`src/rtl/max_pool_pkg.sv`:
```
// max_pool_pkg: shared compare-mode constants and index-width helper for max_pool_stream.
package max_pool_pkg;

   localparam int CMP_UNSIGNED = 0;
   localparam int CMP_SIGNED   = 1;

   // Width of an argmax index for an n-element window, never narrower than one bit.
   function automatic int idx_width(input int n);
      return (n <= 2) ? 1 : $clog2(n);
   endfunction

endpackage

```
`src/rtl/max_pool_stream_if.sv`:
```
// max_pool_stream_if: input and result stream handshakes of max_pool_stream.
// out_idx exists only when MAX_POOL_ARGMAX_EN is defined.
interface max_pool_stream_if #(
   parameter int IN_D_W = 8,
`ifdef MAX_POOL_ARGMAX_EN
   parameter int IDX_W = 1,
`endif
   parameter int CH = 1
);

   logic                 in_valid;
   logic                 in_ready;
   logic [IN_D_W*CH-1:0] in_data;
   logic                 out_valid;
   logic                 out_ready;
   logic [IN_D_W*CH-1:0] out_data;
`ifdef MAX_POOL_ARGMAX_EN
   logic [IDX_W*CH-1:0]  out_idx;
`endif

   modport master (
`ifdef MAX_POOL_ARGMAX_EN
      input  out_idx,
`endif
      output in_valid, in_data, out_ready,
      input  in_ready, out_valid, out_data
   );

   modport slave (
`ifdef MAX_POOL_ARGMAX_EN
      output out_idx,
`endif
      input  in_valid, in_data, out_ready,
      output in_ready, out_valid, out_data
   );

endinterface

```
`src/rtl/max_lane.sv`:
```
// max_lane: one channel's running maximum (and argmax with MAX_POOL_ARGMAX_EN) over a window.
// nxt_acc/nxt_idx expose the value including the current beat so the closing beat can be captured.
module max_lane
   import max_pool_pkg::*;
#(
   parameter int IN_D_W = 8,
`ifdef MAX_POOL_ARGMAX_EN
   parameter int IDX_W  = 1,
`endif
   parameter int SIGNED = CMP_UNSIGNED
) (
   input  logic              clk,
   input  logic              rst,
   input  logic              load,
   input  logic              first,
`ifdef MAX_POOL_ARGMAX_EN
   input  logic [IDX_W-1:0]  cnt,
   output logic [IDX_W-1:0]  nxt_idx,
`endif
   input  logic [IN_D_W-1:0] din,
   output logic [IN_D_W-1:0] nxt_acc
);

   logic [IN_D_W-1:0] acc_q;
   logic              gt;
   logic              take;

   generate
      if (SIGNED == CMP_SIGNED) begin : g_signed
         assign gt = $signed(din) > $signed(acc_q);
      end else begin : g_unsigned
         assign gt = din > acc_q;
      end
   endgenerate

   // Strictly greater only: a tie keeps the earlier element and its position.
   assign take    = first || gt;
   assign nxt_acc = take ? din : acc_q;

`ifdef MAX_POOL_ARGMAX_EN
   logic [IDX_W-1:0] idx_q;

   assign nxt_idx = take ? cnt : idx_q;

   always_ff @(posedge clk) begin
      if (rst) begin
         idx_q <= '0;
      end else if (load) begin
         idx_q <= nxt_idx;
      end
   end
`endif

   always_ff @(posedge clk) begin
      if (rst) begin
         acc_q <= '0;
      end else if (load) begin
         acc_q <= nxt_acc;
      end
   end

endmodule

```
`src/rtl/max_pool_stream.sv`:
```
// max_pool_stream: serial-input R x C max pooling over CH parallel lanes, one result per N beats.
// Define MAX_POOL_ARGMAX_EN to track the per-lane argmax and drive it on bus.out_idx.
module max_pool_stream
   import max_pool_pkg::*;
#(
   parameter int IN_D_W = 8,
   parameter int R      = 3,
   parameter int C      = 3,
   parameter int CH     = 1,
   parameter int SIGNED = CMP_UNSIGNED
) (
   input logic              clk,
   input logic              rst,
   max_pool_stream_if.slave bus
);

   localparam int               N     = R * C;
   localparam int               IDX_W = idx_width(N);
   localparam logic [IDX_W-1:0] LAST  = IDX_W'(N - 1);

   logic [IDX_W-1:0]     cnt_q;
   logic                 out_valid_q;
   logic [IN_D_W*CH-1:0] out_data_q;
   logic [IN_D_W*CH-1:0] nxt_data;
   logic                 last;
   logic                 first;
   logic                 in_ready;
   logic                 accept;
   logic                 consume;

   assign last  = (cnt_q == LAST);
   assign first = (cnt_q == '0);

   // Only the closing beat needs a free output register; partial windows keep accumulating.
   assign in_ready = !(last && out_valid_q && !bus.out_ready);
   assign accept   = bus.in_valid && in_ready;
   assign consume  = out_valid_q && bus.out_ready;

   assign bus.in_ready  = in_ready;
   assign bus.out_valid = out_valid_q;
   assign bus.out_data  = out_data_q;

`ifdef MAX_POOL_ARGMAX_EN
   logic [IDX_W*CH-1:0] out_idx_q;
   logic [IDX_W*CH-1:0] nxt_idx;

   assign bus.out_idx = out_idx_q;
`endif

   generate
      for (genvar k = 0; k < CH; k++) begin : g_lane
         max_lane #(
            .IN_D_W (IN_D_W),
`ifdef MAX_POOL_ARGMAX_EN
            .IDX_W  (IDX_W),
`endif
            .SIGNED (SIGNED)
         ) u_lane (
            .clk     (clk),
            .rst     (rst),
            .load    (accept),
            .first   (first),
`ifdef MAX_POOL_ARGMAX_EN
            .cnt     (cnt_q),
            .nxt_idx (nxt_idx[k*IDX_W +: IDX_W]),
`endif
            .din     (bus.in_data[k*IN_D_W +: IN_D_W]),
            .nxt_acc (nxt_data[k*IN_D_W +: IN_D_W])
         );
      end
   endgenerate

   // NOTE: state registers use non-blocking assignments so every flop samples pre-edge values.
   always_ff @(posedge clk) begin
      if (rst) begin
         cnt_q       <= '0;
         out_valid_q <= 1'b0;
         out_data_q  <= '0;
`ifdef MAX_POOL_ARGMAX_EN
         out_idx_q   <= '0;
`endif
      end else begin
         if (accept) begin
            cnt_q <= last ? '0 : cnt_q + IDX_W'(1);
         end
         if (accept && last) begin
            out_valid_q <= 1'b1;
            out_data_q  <= nxt_data;
`ifdef MAX_POOL_ARGMAX_EN
            out_idx_q   <= nxt_idx;
`endif
         end else if (consume) begin
            out_valid_q <= 1'b0;
         end
      end
   end

endmodule

```
`src/flat_wrapper.sv`:
```
// flat-port wrapper written by rule: the top's interface ports become plain ports
module max_pool_stream_flat import max_pool_pkg::*;
#(
   parameter int IN_D_W = 8,
   parameter int R      = 3,
   parameter int C      = 3,
   parameter int CH     = 1,
   parameter int SIGNED = CMP_UNSIGNED
)
  (clk, rst, bus_in_valid, bus_in_data, bus_out_ready, bus_in_ready, bus_out_valid, bus_out_data);
  max_pool_stream_if #(.IN_D_W(IN_D_W), .CH(CH)) bus_i ();
  input logic clk;
  input logic rst;
  input wire logic [$bits(bus_i.in_valid)-1:0] bus_in_valid;
  input wire logic [$bits(bus_i.in_data)-1:0] bus_in_data;
  input wire logic [$bits(bus_i.out_ready)-1:0] bus_out_ready;
  output wire logic [$bits(bus_i.in_ready)-1:0] bus_in_ready;
  output wire logic [$bits(bus_i.out_valid)-1:0] bus_out_valid;
  output wire logic [$bits(bus_i.out_data)-1:0] bus_out_data;
  assign bus_i.in_valid = bus_in_valid;
  assign bus_i.in_data = bus_in_data;
  assign bus_i.out_ready = bus_out_ready;
  assign bus_in_ready = bus_i.in_ready;
  assign bus_out_valid = bus_i.out_valid;
  assign bus_out_data = bus_i.out_data;
  max_pool_stream #(.IN_D_W(IN_D_W), .R(R), .C(C), .CH(CH), .SIGNED(SIGNED)) u_core (.clk(clk), .rst(rst), .bus(bus_i));
endmodule
```
`config.mk`:
```
export PLATFORM = sky130hd
export DESIGN_NAME = max_pool_stream_flat
export DESIGN_NICKNAME = d
export VERILOG_FILES = /design/src/rtl/max_pool_pkg.sv /design/src/rtl/max_pool_stream_if.sv /design/src/rtl/max_lane.sv /design/src/rtl/max_pool_stream.sv /design/src/flat_wrapper.sv
export SDC_FILE = /design/constraint.sdc
export NUM_CORES = 1
export LEC_CHECK = 0
export CAP_MARGIN = 25
export CORE_ASPECT_RATIO = 0.6
export CORE_MARGIN = 4
export CORE_UTILIZATION = 35
export CTS_BUF_LIST = sky130_fd_sc_hd__clkbuf_8
export DETAILED_ROUTE_END_ITERATION = 6
export PLACE_DENSITY = 0.57
export SYNTH_ARGS = -nofsm -noshare
export SYNTH_HDL_FRONTEND = slang
export SYNTH_SLANG_ARGS = --single-unit
```
`constraint.sdc`:
```
create_clock -name clk -period 4.4 [get_ports clk]
set_input_delay 0.88 -clock clk [delete_from_list [all_inputs] [get_ports clk]]
set_output_delay 0.88 -clock clk [all_outputs]
set_load 0.02 [all_outputs]
```
==> impl_summary.txt <==
----------------------------------------------------
[Die]
  Top-Level Pins ... 22
  Initial core utilization ... about 37%
  Cell row count ... 16
  Floorplan die width ... 84.6 µm
  Die height ... about 54 µm
  Die area ... roughly 4600 µm²
  Floorplan Core Area ... roughly 3300 µm²

[Clocking]
  Clock transition at path regs ... 0.08 ns
  H-Tree Depth ... 1
  Number of sinks on the clock net ... 21
  Total of cells resized after clock tree synthesis ... 0
  Maximum number of buffers from clock root to sink ... 2
  Clock tree from TritonCTS ... done
  Count of buffers added by post-CTS timing repair for setup ... 0
  Num CTS Buffers ... 3
  Quantity of hold-fixing buffers added after cts ... 0
  Clock insertion delay at the later pin of the skew report ... between 0.2 and 0.3 ns
  Root Buffer ... clkbuf_8

[Worst setup path]
  Setup slack on the worst flop-to-flop path ... around 2.3 ns
  Worst r2r dst ... u_core.bus.out_data[1]
  Logic depth of the worst register-to-register path ... 7
  Required time of the critical path ... approximately 3.5 ns
  Critical path endpoint category ... output pin
  Largest fanout of any net on the critical path ... 4
  Crit path kind ... in -> out
  Crit path arrival time ... about 2.3 ns
  Crit path launch type ... input pin
  Worst R2R Start ... u_core.g_lane[0].u_lane.acc_q[1]

[Logic synthesis]
  Net count of the mapped netlist ... between 150 and 200
  Number of cells produced by synthesis ... 140
  Synthesized flop and latch total ... 21
  Async set or reset register ratio after synthesis ... 0%
  Mean area per synthesized cell ... about 9 µm²
  Count of synthesis-stage warnings from yosys ... 0
  Number of distinct library cells after synthesis ... 31
  Mapped cell area ... 1230 µm²
  Number of synthesized flops with an enable pin ... 0
  Sequential cell area fraction in the yosys report ... 34.1%
  Most used flip-flop cell after synthesis ... dfxtp_1

[Placed design]
  Placer Congestion ... a little under 0.8
  Post-placement setup slack ... 1.25 ns
  Port Buffer Count ... 21
  Half-perimeter wire length of the detailed placement result ... 2120 µm

[Worst hold path]
  Hold_sp ... u_core.bus.out_data[6]
  Hold Crit Depth ... 2
  Type of the tightest min-delay check ... reg -> reg
  Min-Delay Endpoint ... u_core.bus.out_data[6]

[Timing]
  Final Critical Period ... about 3.1 ns
  Clk_skew ... between 0.002 and 0.003 ns
  Timing-limited maximum frequency ... about 0.32 GHz
  Actual transition at the worst max-transition pin ... about 0.95 ns
  Worst setup slack after layout ... around 1.3 ns
  Fin crit share ... between 70 and 80%
  Normalized max-slew margin ... 36.6%
  Setup_tns ... 0 ns
  RSZ-0062 raised after global routing ... false
  # setup viols final ... 0
  Final hold vios ... 0
  Final number of max-transition violations ... 0

[GRT]
  Global-route usage over all layers ... 12.9%
  Sum of overflow across all layers after global routing ... 0
  Via count of the first global-routing pass ... 943
  Initial antenna violation count ... 0
  First-pass GRT wire length ... approximately 4500 µm
  Maximum number of pins on one net before global-route repair ... 22

[Power]
  Net switching power of the design ... approximately 0.12 mW
  Clock group share of total power ... just over 30%
  Share of power burned in combinational logic ... between 10% and 20%
  Switching share of power ... between 20% and 30%
  Standby leakage power ... roughly 0.57 nW
  Power Internal ... approximately 0.30 mW
  Power density relative to cell area ... between 200 and 300 nW/µm²
  Share of total power in sequential cells ... around 50%
  Total power after layout ... roughly 0.41 mW
  Largest vdd supply drop ... 0.140 mV

[Route]
  DRC marker count from the first detailed-route iteration ... 36
  First-pass DRT Iterations ... 4
  Overall via count from detail_route ... between 1000 and 1500
  DRC violation count after routing ... 0
  Mean routed wirelength per cell ... 13.4 µm
  Number of vias per cell ... 4.97
  Overall routed net length ... between 2000 and 3000 µm
  Antenna violation net count after detailed routing ... 0

[Final layout]
  Synth-to-layout area growth ... 23.6%
  Highest-count cells in the layout ignoring fill and taps ... 21 x clkdlybuf4s50_1, 21 x dfxtp_1, 20 x nand2_1
  Final Net Count ... approximately 180
  Antenna diode count ... 0
  Share of post-route cells with drive strength above 1 ... 6.83%

[Flow run]
  Number of maximum-capacitance constraint violations ... 0

[Outcome]
  Result of the run ... completed

----------------------------------------------------
==> critical path, stage by stage <==
cell and delay (ns):
clkdlybuf4s50_1 0.44, nand2b_1 0.15, nand2b_4 0.18, clkdlybuf4s50_1 0.61
==> registers in the layout, indices dropped and copies added, names as in the netlist <==
register                    count
u_core.bus.out_data             8
u_core.bus.out_valid            1
u_core.cnt_q                    4
u_core.g_lane.u_lane.acc_q      8
==> cell type report <==
type,count,area [µm²]
Clock buffer,3,41.3
Clock inverter,1,3.75
Fill cell,332,1800
Inverter,12,45.0
Multi-Input combinational cell,103,748
Sequential cell,21,420
Tap cell,45,56.3
Timing Repair Buffer,21,210
==> cell families (layout without fill, tap and decap cells) <==
group | after synthesis | in the layout | share of synthesized area, %
AND/OR/NAND/NOR | 63 | 63 | 29.9
flip-flops | 21 | 21 | 34.1
AO/OA/AOI/OAI | 20 | 20 | 12.7
buffers and inverters | 16 | 37 | 5.27
adder cells (fa/ha/maj) | 10 | 10 | 10.1
multiplexers | 8 | 8 | 6.49
XOR/XNOR | 2 | 2 | 1.42
==> routing by layer <==
layer / global-route usage (%) / vias up / wire, µm
met1: 17.6 / 471 / 1510
met4: 3.16 / 0 / 8
met2: 19.2 / 19 / 1110
met3: 5.05 / 2 / 147
li1: - / 531 / -
met5: 0 / - / 0
==> power groups by stage <==
stage | logic (mW) | clock network, mW | registers [mW]
after global placement | 0.0797 | 0 | 0.209
after global routing | 0.0914 | 0.141 | 0.206
after detailed placement | 0.0814 | 0 | 0.209
after floorplan | 0.0554 | 0 | 0.207
final | 0.0815 | 0.125 | 0.204
after CTS | 0.0819 | 0.132 | 0.204
==> synth_stat cells, types with 3 or more instances <==
cell type	instances	area share, %
o211ai_1	8	4.9
nand2_1	20	6.1
dfxtp_1	21	34
nand2b_1	17	8.6
and2_1	3	1.5
nand4_1	9	4.6
ha_1	10	10
inv_1	12	3.7
a21oi_1	5	2.0
nand3_1	3	1.2
mux2i_1	8	6.5
==> metrics by stage <==
stage,util (%),cell area (µm²),hold slack [ns],std cells
2_1_floorplan,-,1230,0.462,140
3_3_place_gp,44.5,1480,0.458,202
3_5_place_dp,44.5,1480,0.467,202
4_1_cts,45.9,1530,0.485,206
5_1_grt,45.9,1530,0.493,206
6_report,45.9,1530,0.478,206
==> worst max-delay path by stage <==
| stage | from | endpoint | slack [ns] | depth (start not counted) |
|---|---|---|---|---|
| floorplan | bus_in_data[7] | u_core.g_lane[0].u_lane.acc_q[0] | 2.03 | 6 |
| global placement | bus_out_ready | bus_in_ready | 1.28 | 4 |
| CTS | bus_out_ready | bus_in_ready | 1.25 | 4 |
| finish | bus_out_ready | bus_in_ready | 1.26 | 4 |
| detailed placement | bus_out_ready | bus_in_ready | 1.25 | 4 |
| global route | bus_out_ready | bus_in_ready | 1.21 | 4 |
No activity file was read; power rests on OpenSTA's default activity.
